<file path="src/rtl/morse_pkg.sv">
// Shared Morse timing constants, FSM state type and element-count clamp
// used by the Morse transmitter and its unit timer.
package morse_pkg;

    localparam int DOT_UNITS      = 1;
    localparam int DASH_UNITS     = 3;
    localparam int ELEM_GAP_UNITS = 1;
    localparam int CHAR_GAP_UNITS = 3;
    localparam int WORD_GAP_UNITS = 7;
    localparam int MAX_ELEMS      = 5;
    localparam int NUM_SLOTS      = 8;

    typedef enum logic [1:0] {
        IDLE,
        MARK,
        GAP,
        DONE
    } state_t;

    // A GAP is either between elements, between characters, or a whole word space
    typedef enum logic [1:0] {
        GAP_ELEM,
        GAP_CHAR,
        GAP_WORD
    } gap_kind_t;

    function automatic logic [2:0] clamp_elems(input logic [2:0] n);
        return (n > 3'(MAX_ELEMS)) ? 3'(MAX_ELEMS) : n;
    endfunction

endpackage

</file>
<file path="src/rtl/morse_unit_timer.sv">
// Loadable down-counter measuring a whole number of Morse units; expire
// pulses for one cycle on the last cycle of the loaded interval.
module morse_unit_timer
    import morse_pkg::*;
#(
    parameter int UNIT_CYCLES = 12500000
) (
    input  logic       clk,
    input  logic       rst_n,
    input  logic       load,
    input  logic [2:0] units,
    output logic       expire
);

    localparam int CNT_W = $clog2(UNIT_CYCLES * WORD_GAP_UNITS + 1);

    logic [CNT_W-1:0] cnt_q;
    logic             active_q;

    // The load pulse arrives one cycle after the segment began, so the
    // reload value is shortened by two to end the segment on time.
    always_ff @(posedge clk or negedge rst_n) begin
        if (!rst_n) begin
            cnt_q    <= '0;
            active_q <= 1'b0;
        end else if (load) begin
            cnt_q    <= CNT_W'(int'(units) * UNIT_CYCLES - 2);
            active_q <= 1'b1;
        end else if (active_q) begin
            if (cnt_q == '0) begin
                active_q <= 1'b0;
            end else begin
                cnt_q <= cnt_q - CNT_W'(1);
            end
        end
    end

    assign expire = active_q && (cnt_q == '0);

endmodule

</file>
<file path="src/rtl/morse_transmitter.sv">
// Keys out up to eight Morse characters from a snapshot of the pattern inputs.
// Optional audio tone output is enabled with macro MORSE_TX_TONE_EN.
module morse_transmitter
    import morse_pkg::*;
#(
    parameter int UNIT_CYCLES      = 12500000,
    parameter int TONE_HALF_CYCLES = 25000
) (
    input  logic        clk,
    input  logic        rst_n,
    input  logic        start,
    input  logic [39:0] final_seq_of_in,
    input  logic [23:0] final_num_of_in,
    input  logic [3:0]  char_count,
    output logic        key_out,
    output logic        busy,
    output logic        done,
    output logic [2:0]  char_pos,
    output logic        tone_out
);

    state_t      state_q;
    gap_kind_t   gap_kind_q;
    logic [39:0] seq_q;
    logic [23:0] num_q;
    logic [3:0]  total_q;
    logic [2:0]  slot_q;
    logic [2:0]  elem_q;
    logic        tmr_load;
    logic [2:0]  tmr_units;
    logic        tmr_expire;

    logic [4:0]  cur_seq;
    logic [4:0]  nxt_seq;
    logic [2:0]  cur_len;
    logic [2:0]  nxt_len;
    logic [2:0]  nxt_slot;
    logic [2:0]  in_len0;
    logic        last_slot;
    logic        last_elem;

    morse_unit_timer #(
        .UNIT_CYCLES(UNIT_CYCLES)
    ) u_timer (
        .clk    (clk),
        .rst_n  (rst_n),
        .load   (tmr_load),
        .units  (tmr_units),
        .expire (tmr_expire)
    );

    // Slot 0 sits in the top bits, so slot k is found by shifting the packed vectors down.
    always_comb begin
        nxt_slot  = slot_q + 3'd1;
        cur_seq   = 5'(seq_q >> (MAX_ELEMS * (NUM_SLOTS - 1 - int'(slot_q))));
        nxt_seq   = 5'(seq_q >> (MAX_ELEMS * (NUM_SLOTS - 1 - int'(nxt_slot))));
        cur_len   = clamp_elems(3'(num_q >> (3 * (NUM_SLOTS - 1 - int'(slot_q)))));
        nxt_len   = clamp_elems(3'(num_q >> (3 * (NUM_SLOTS - 1 - int'(nxt_slot)))));
        in_len0   = clamp_elems(final_num_of_in[23:21]);
        last_slot = ({1'b0, slot_q} + 4'd1) >= total_q;
        last_elem = (elem_q + 3'd1) >= cur_len;
    end

    always_ff @(posedge clk or negedge rst_n) begin
        if (!rst_n) begin
            state_q    <= IDLE;
            gap_kind_q <= GAP_ELEM;
            seq_q      <= '0;
            num_q      <= '0;
            total_q    <= '0;
            slot_q     <= '0;
            elem_q     <= '0;
            tmr_load   <= 1'b0;
            tmr_units  <= '0;
            key_out    <= 1'b0;
            busy       <= 1'b0;
            done       <= 1'b0;
        end else begin
            tmr_load <= 1'b0;
            done     <= 1'b0;
            case (state_q)
                IDLE: begin
                    if (start) begin
                        seq_q   <= final_seq_of_in;
                        num_q   <= final_num_of_in;
                        total_q <= (char_count > 4'(NUM_SLOTS)) ? 4'(NUM_SLOTS) : char_count;
                        slot_q  <= '0;
                        elem_q  <= '0;
                        busy    <= 1'b1;
                        if (char_count == 4'd0) begin
                            state_q <= DONE;
                            done    <= 1'b1;
                        end else if (in_len0 == 3'd0) begin
                            state_q    <= GAP;
                            gap_kind_q <= GAP_WORD;
                            tmr_load   <= 1'b1;
                            tmr_units  <= 3'(WORD_GAP_UNITS);
                        end else begin
                            state_q   <= MARK;
                            key_out   <= 1'b1;
                            tmr_load  <= 1'b1;
                            tmr_units <= final_seq_of_in[35] ? 3'(DASH_UNITS) : 3'(DOT_UNITS);
                        end
                    end
                end
                MARK: begin
                    if (tmr_expire) begin
                        key_out <= 1'b0;
                        if (!last_elem) begin
                            state_q    <= GAP;
                            gap_kind_q <= GAP_ELEM;
                            elem_q     <= elem_q + 3'd1;
                            tmr_load   <= 1'b1;
                            tmr_units  <= 3'(ELEM_GAP_UNITS);
                        end else if (!last_slot) begin
                            state_q    <= GAP;
                            gap_kind_q <= GAP_CHAR;
                            tmr_load   <= 1'b1;
                            tmr_units  <= 3'(CHAR_GAP_UNITS);
                        end else begin
                            state_q <= DONE;
                            done    <= 1'b1;
                        end
                    end
                end
                GAP: begin
                    if (tmr_expire) begin
                        case (gap_kind_q)
                            GAP_ELEM: begin
                                state_q   <= MARK;
                                key_out   <= 1'b1;
                                tmr_load  <= 1'b1;
                                tmr_units <= cur_seq[elem_q] ? 3'(DASH_UNITS) : 3'(DOT_UNITS);
                            end
                            GAP_CHAR: begin
                                slot_q   <= nxt_slot;
                                elem_q   <= '0;
                                tmr_load <= 1'b1;
                                if (nxt_len == 3'd0) begin
                                    gap_kind_q <= GAP_WORD;
                                    tmr_units  <= 3'(WORD_GAP_UNITS);
                                end else begin
                                    state_q   <= MARK;
                                    key_out   <= 1'b1;
                                    tmr_units <= nxt_seq[0] ? 3'(DASH_UNITS) : 3'(DOT_UNITS);
                                end
                            end
                            default: begin
                                if (!last_slot) begin
                                    gap_kind_q <= GAP_CHAR;
                                    tmr_load   <= 1'b1;
                                    tmr_units  <= 3'(CHAR_GAP_UNITS);
                                end else begin
                                    state_q <= DONE;
                                    done    <= 1'b1;
                                end
                            end
                        endcase
                    end
                end
                default: begin
                    busy    <= 1'b0;
                    state_q <= IDLE;
                end
            endcase
        end
    end

    assign char_pos = slot_q;

`ifdef MORSE_TX_TONE_EN
    localparam int TONE_W = $clog2(TONE_HALF_CYCLES + 1);

    logic [TONE_W-1:0] tone_cnt_q;
    logic              tone_q;

    // Counter is held clear whenever unkeyed, so every mark starts at phase zero.
    always_ff @(posedge clk or negedge rst_n) begin
        if (!rst_n) begin
            tone_cnt_q <= '0;
            tone_q     <= 1'b0;
        end else if (!key_out) begin
            tone_cnt_q <= '0;
            tone_q     <= 1'b0;
        end else if (tone_cnt_q == TONE_W'(TONE_HALF_CYCLES - 1)) begin
            tone_cnt_q <= '0;
            tone_q     <= ~tone_q;
        end else begin
            tone_cnt_q <= tone_cnt_q + TONE_W'(1);
        end
    end

    assign tone_out = tone_q & key_out;
`else
    assign tone_out = 1'b0 & (TONE_HALF_CYCLES > 0);
`endif

endmodule
</file>
<file path="config.mk">
export PLATFORM = sky130hd
export DESIGN_NAME = morse_transmitter
export DESIGN_NICKNAME = d
export VERILOG_FILES = /design/src/rtl/morse_pkg.sv /design/src/rtl/morse_unit_timer.sv /design/src/rtl/morse_transmitter.sv
export SDC_FILE = /design/constraint.sdc
export NUM_CORES = 1
export LEC_CHECK = 0
export BUFFER_PORTS_ARGS = -buffer_cell sky130_fd_sc_hd__buf_2
export CORE_MARGIN = 2
export CORE_UTILIZATION = 35
export CTS_BUF_LIST = sky130_fd_sc_hd__clkbuf_16
export DETAILED_ROUTE_END_ITERATION = 10
export PLACE_DENSITY = 0.6
export RECOVER_POWER = 25
export SETUP_SLACK_MARGIN = 0.3
export SKIP_CTS_REPAIR_TIMING = 1
export SYNTH_ARGS = -nofsm -noshare
export SYNTH_HDL_FRONTEND = slang
export SYNTH_HIERARCHICAL = 1
export SYNTH_SLANG_ARGS = --single-unit
export TNS_END_PERCENT = 5
</file>
<file path="constraint.sdc">
create_clock -name clk -period 13.4 [get_ports clk]
set_input_delay 2.68 -clock clk [delete_from_list [all_inputs] [get_ports clk]]
set_output_delay 2.68 -clock clk [all_outputs]
set_load 0.01 [all_outputs]
</file>
==> results.ini <==
[die]
die_h_um = 167
die-area_sq_um = 27900
start_util_pct = 35.7
fp.dieW_um = 167
core_area_sq_um = 26100
io_pins = 78
rows = 59

[logic_synthesis]
synth_top_family_by_area = multiplexers
synth-compound-area-share_pct = 14.1
netlist.area_leader.share_pct = 30.4
synthXorXnorAreaFrac_pct = 4.03
yosys.area_share.simple_pct = 16.3
synth_nets = 1037
ys_seq_area_share_pct = 30.4
synth_mux_area_share_pct = 24.9
synth_most_common_cell = dfrtp_1
async_reset_ff_share_pct = 100
synthTopCellsByArea = dfrtp_1 (30%), mux4_2 (12%), mux2_2 (8.8%)
synth_warnings = 6
synthAdderAreaFrac_pct = 6.10
synth_edf_count = 0
synth_cell_types = 86
synth_ff_type = dfrtp_1
synth_top_area_cell = dfrtp_1
synth_common_cells = dfrtp_1 (113), mux2_2 (73), nor2_1 (66), nand2_1 (57)
syn_area_sq_um = 9310
syn_inst = 924
avgSynthCellArea_sq_um = 10.1
ys_ff_latch = 113

[global_routing]
overflow = 0
grt_pass1_wl_um = 38700
grtUsageTotal_pct = 17.1
antenna_found_initial = 0
grt_pass1_vias = 7232
grt_max_degree = 75

[final_layout]
nets = 1088
area_growth_pct = 13.2
final_layout_size_suffix_gt1_share_pct = 27.1
antenna_cells = 0
fill_cells = 2514

[critical_path]
setup.worst_path.class = reg2reg
worstPathMaxFanout = 52
critPathRequiredTime_ns = 13.67
startpoint_type = flip-flop
cp.arrival_ns = 6.08
worst_setup_path_end_kind = flip-flop

[drt]
antenna_left = 0
vias = 7485
drt-initial-drc-count = 724
drt-total-wl_um = 23400
drc = 0
wl_per_cell_um = 17.7
avgViaCountPerCell = 5.66
firstDrtPassIters = 5

[power_and_ir_drop]
switching_power_mw = 1.08
swShare_pct = 42.7
p_leak_nw = 4.13
seq_power_share_pct = 29.6
clkPwrFrac_pct = 20.1
peakVddDrop_v = 0.000107
power.density_nw_per_um2 = 240
p_int_mw = 1.45
power_frac_comb_pct = 50.3

[place]
dp_slack_ns = 7.66
place.gp.congestion = 0.896
portBuffers = 76
hpwl_um = 16900

[timing]
worst_pin_slew_ns = 3.05
maxSlewViolCount = 56
fin_setup_tns_ns = 0
rsz0062_at_grt = no
fin_ws_ns = 7.59
final-setup-viol-count = 0
fin_skew_ns = 0.0147
max_freq_mhz = 172
period_share_pct = 43.3
min_period_ns = 5.81
hold_violations = 0
slew_headroom_pct = -103

[run]
maxCapViolations = 2

[clock_tree]
cts_made_buffers = 17
cts_max_level = 4
clk_latency_ns = 0.42
cts_sinks = 113
tritoncts = done
clk_path_buf_depth = 2
root_buffer = clkbuf_16
clk_pin_slew_worst_paths_ns = 0.06

[outcome]
violations = capacitance limit, slew limit
outcome = finished with violations

[hold_path]
worstHoldPathType = reg2reg

## layout make-up
type	count	area, sq um	share of cell area (%)
multi-input cells	725	6080	57.7
well taps	335	419	3.98
clock buffers	17	425	4.04
inverters	35	131	1.25
flip-flops and latches	113	2830	26.9
clock inverters	15	215	2.04
repair buffers	83	430	4.09
## cell families (layout without fill, tap and decap cells)
family / Yosys count / in the layout
muxes: 162 / 162
AOI/OAI and AO/OA: 190 / 190
xor gates and xnor gates: 42 / 42
and+or+nand+nor: 286 / 286
DFF: 113 / 113
other: 1 / 1
adders and majority gates: 44 / 44
buffers and inverters: 86 / 150
## layout by cell type, fill, tap and decap left out, drive strengths merged, types with 17 or more instances in the layout
cell / count
a211oi: 19
a21oi: 39
buf: 81
clkbuf: 19
dfrtp: 113
ha: 39
inv: 37
mux2: 74
mux2i: 40
mux4: 48
nand2: 58
nand2b: 28
nand3: 17
nor2: 66
nor3: 28
o21ai: 48
xnor2: 22
xor2: 20
## metal layers
metal | wire length [um] | global-route usage, %
met5 | 0 | 0
met4 | 324 | 4.61
met3 | 1100 | 3.14
met2 | 10900 | 26.6
met1 | 11100 | 24.4
## registers in the layout (all words and copies together) (netlist names)
register / flops
state_q: 2
key_out: 1
tmr_units: 3
busy: 1
char_pos: 3
gap_kind_q: 2
tmr_load: 1
total_q: 4
u_timer/active_q: 1
u_timer/cnt_q: 27
elem_q: 3
done: 1
seq_q: 40
num_q: 24
## through the flow
step	instances	power, mW	util (%)	cell area [sq um]	hold slack [ns]
2_1_floorplan	924	1.68	-	9310	0.450
3_3_place_gp	1291	1.98	38.0	9910	0.465
3_5_place_dp	1291	2.01	38.0	9910	0.477
4_1_cts	1323	2.53	40.5	10600	0.494
5_1_grt	1323	2.72	40.4	10500	0.525
6_report	1323	2.53	40.4	10500	0.500
## worst max-delay path: stages, from the launching register on
cell      delay, ns
dfrtp_2        0.34
buf_4          0.54
clkinv_1       0.49
ha_1           0.89
buf_4          0.43
mux4_2         0.35
mux4_2         0.49
a21oi_1        0.27
nor2b_1        0.08
a221o_1        0.27
ha_1           0.26
nand2b_1       0.14
a21o_1         0.18
a31o_2         0.28
a21o_1         0.16
o21ai_0        0.09
nor4b_1        0.28
o31ai_1        0.12
## worst paths after layout
check / cells after the start / slack (ns) / end / start
min reg2reg: 2 / 0.50 / total_q[1] / total_q[1]
max: 17 / 7.59 / tmr_units[1] / char_pos[1]
min: 2 / 0.50 / total_q[1] / total_q[1]
min in group asynchronous: 1 / 3.25 / u_timer/cnt_q[6] / rst_n
max reg2reg: 17 / 7.59 / tmr_units[1] / char_pos[1]
max in group asynchronous: 2 / 8.13 / seq_q[18] / rst_n
## power groups by stage
stage	Combinational (mW)	Sequential [mW]	Clock (mW)
final	1.27	0.748	0.508
after CTS	1.26	0.747	0.519
after floorplan	1.03	0.649	0
after global placement	1.24	0.744	0
after detailed placement	1.25	0.751	0
after global routing	1.40	0.780	0.534
(Power assumes the default switching activity.)
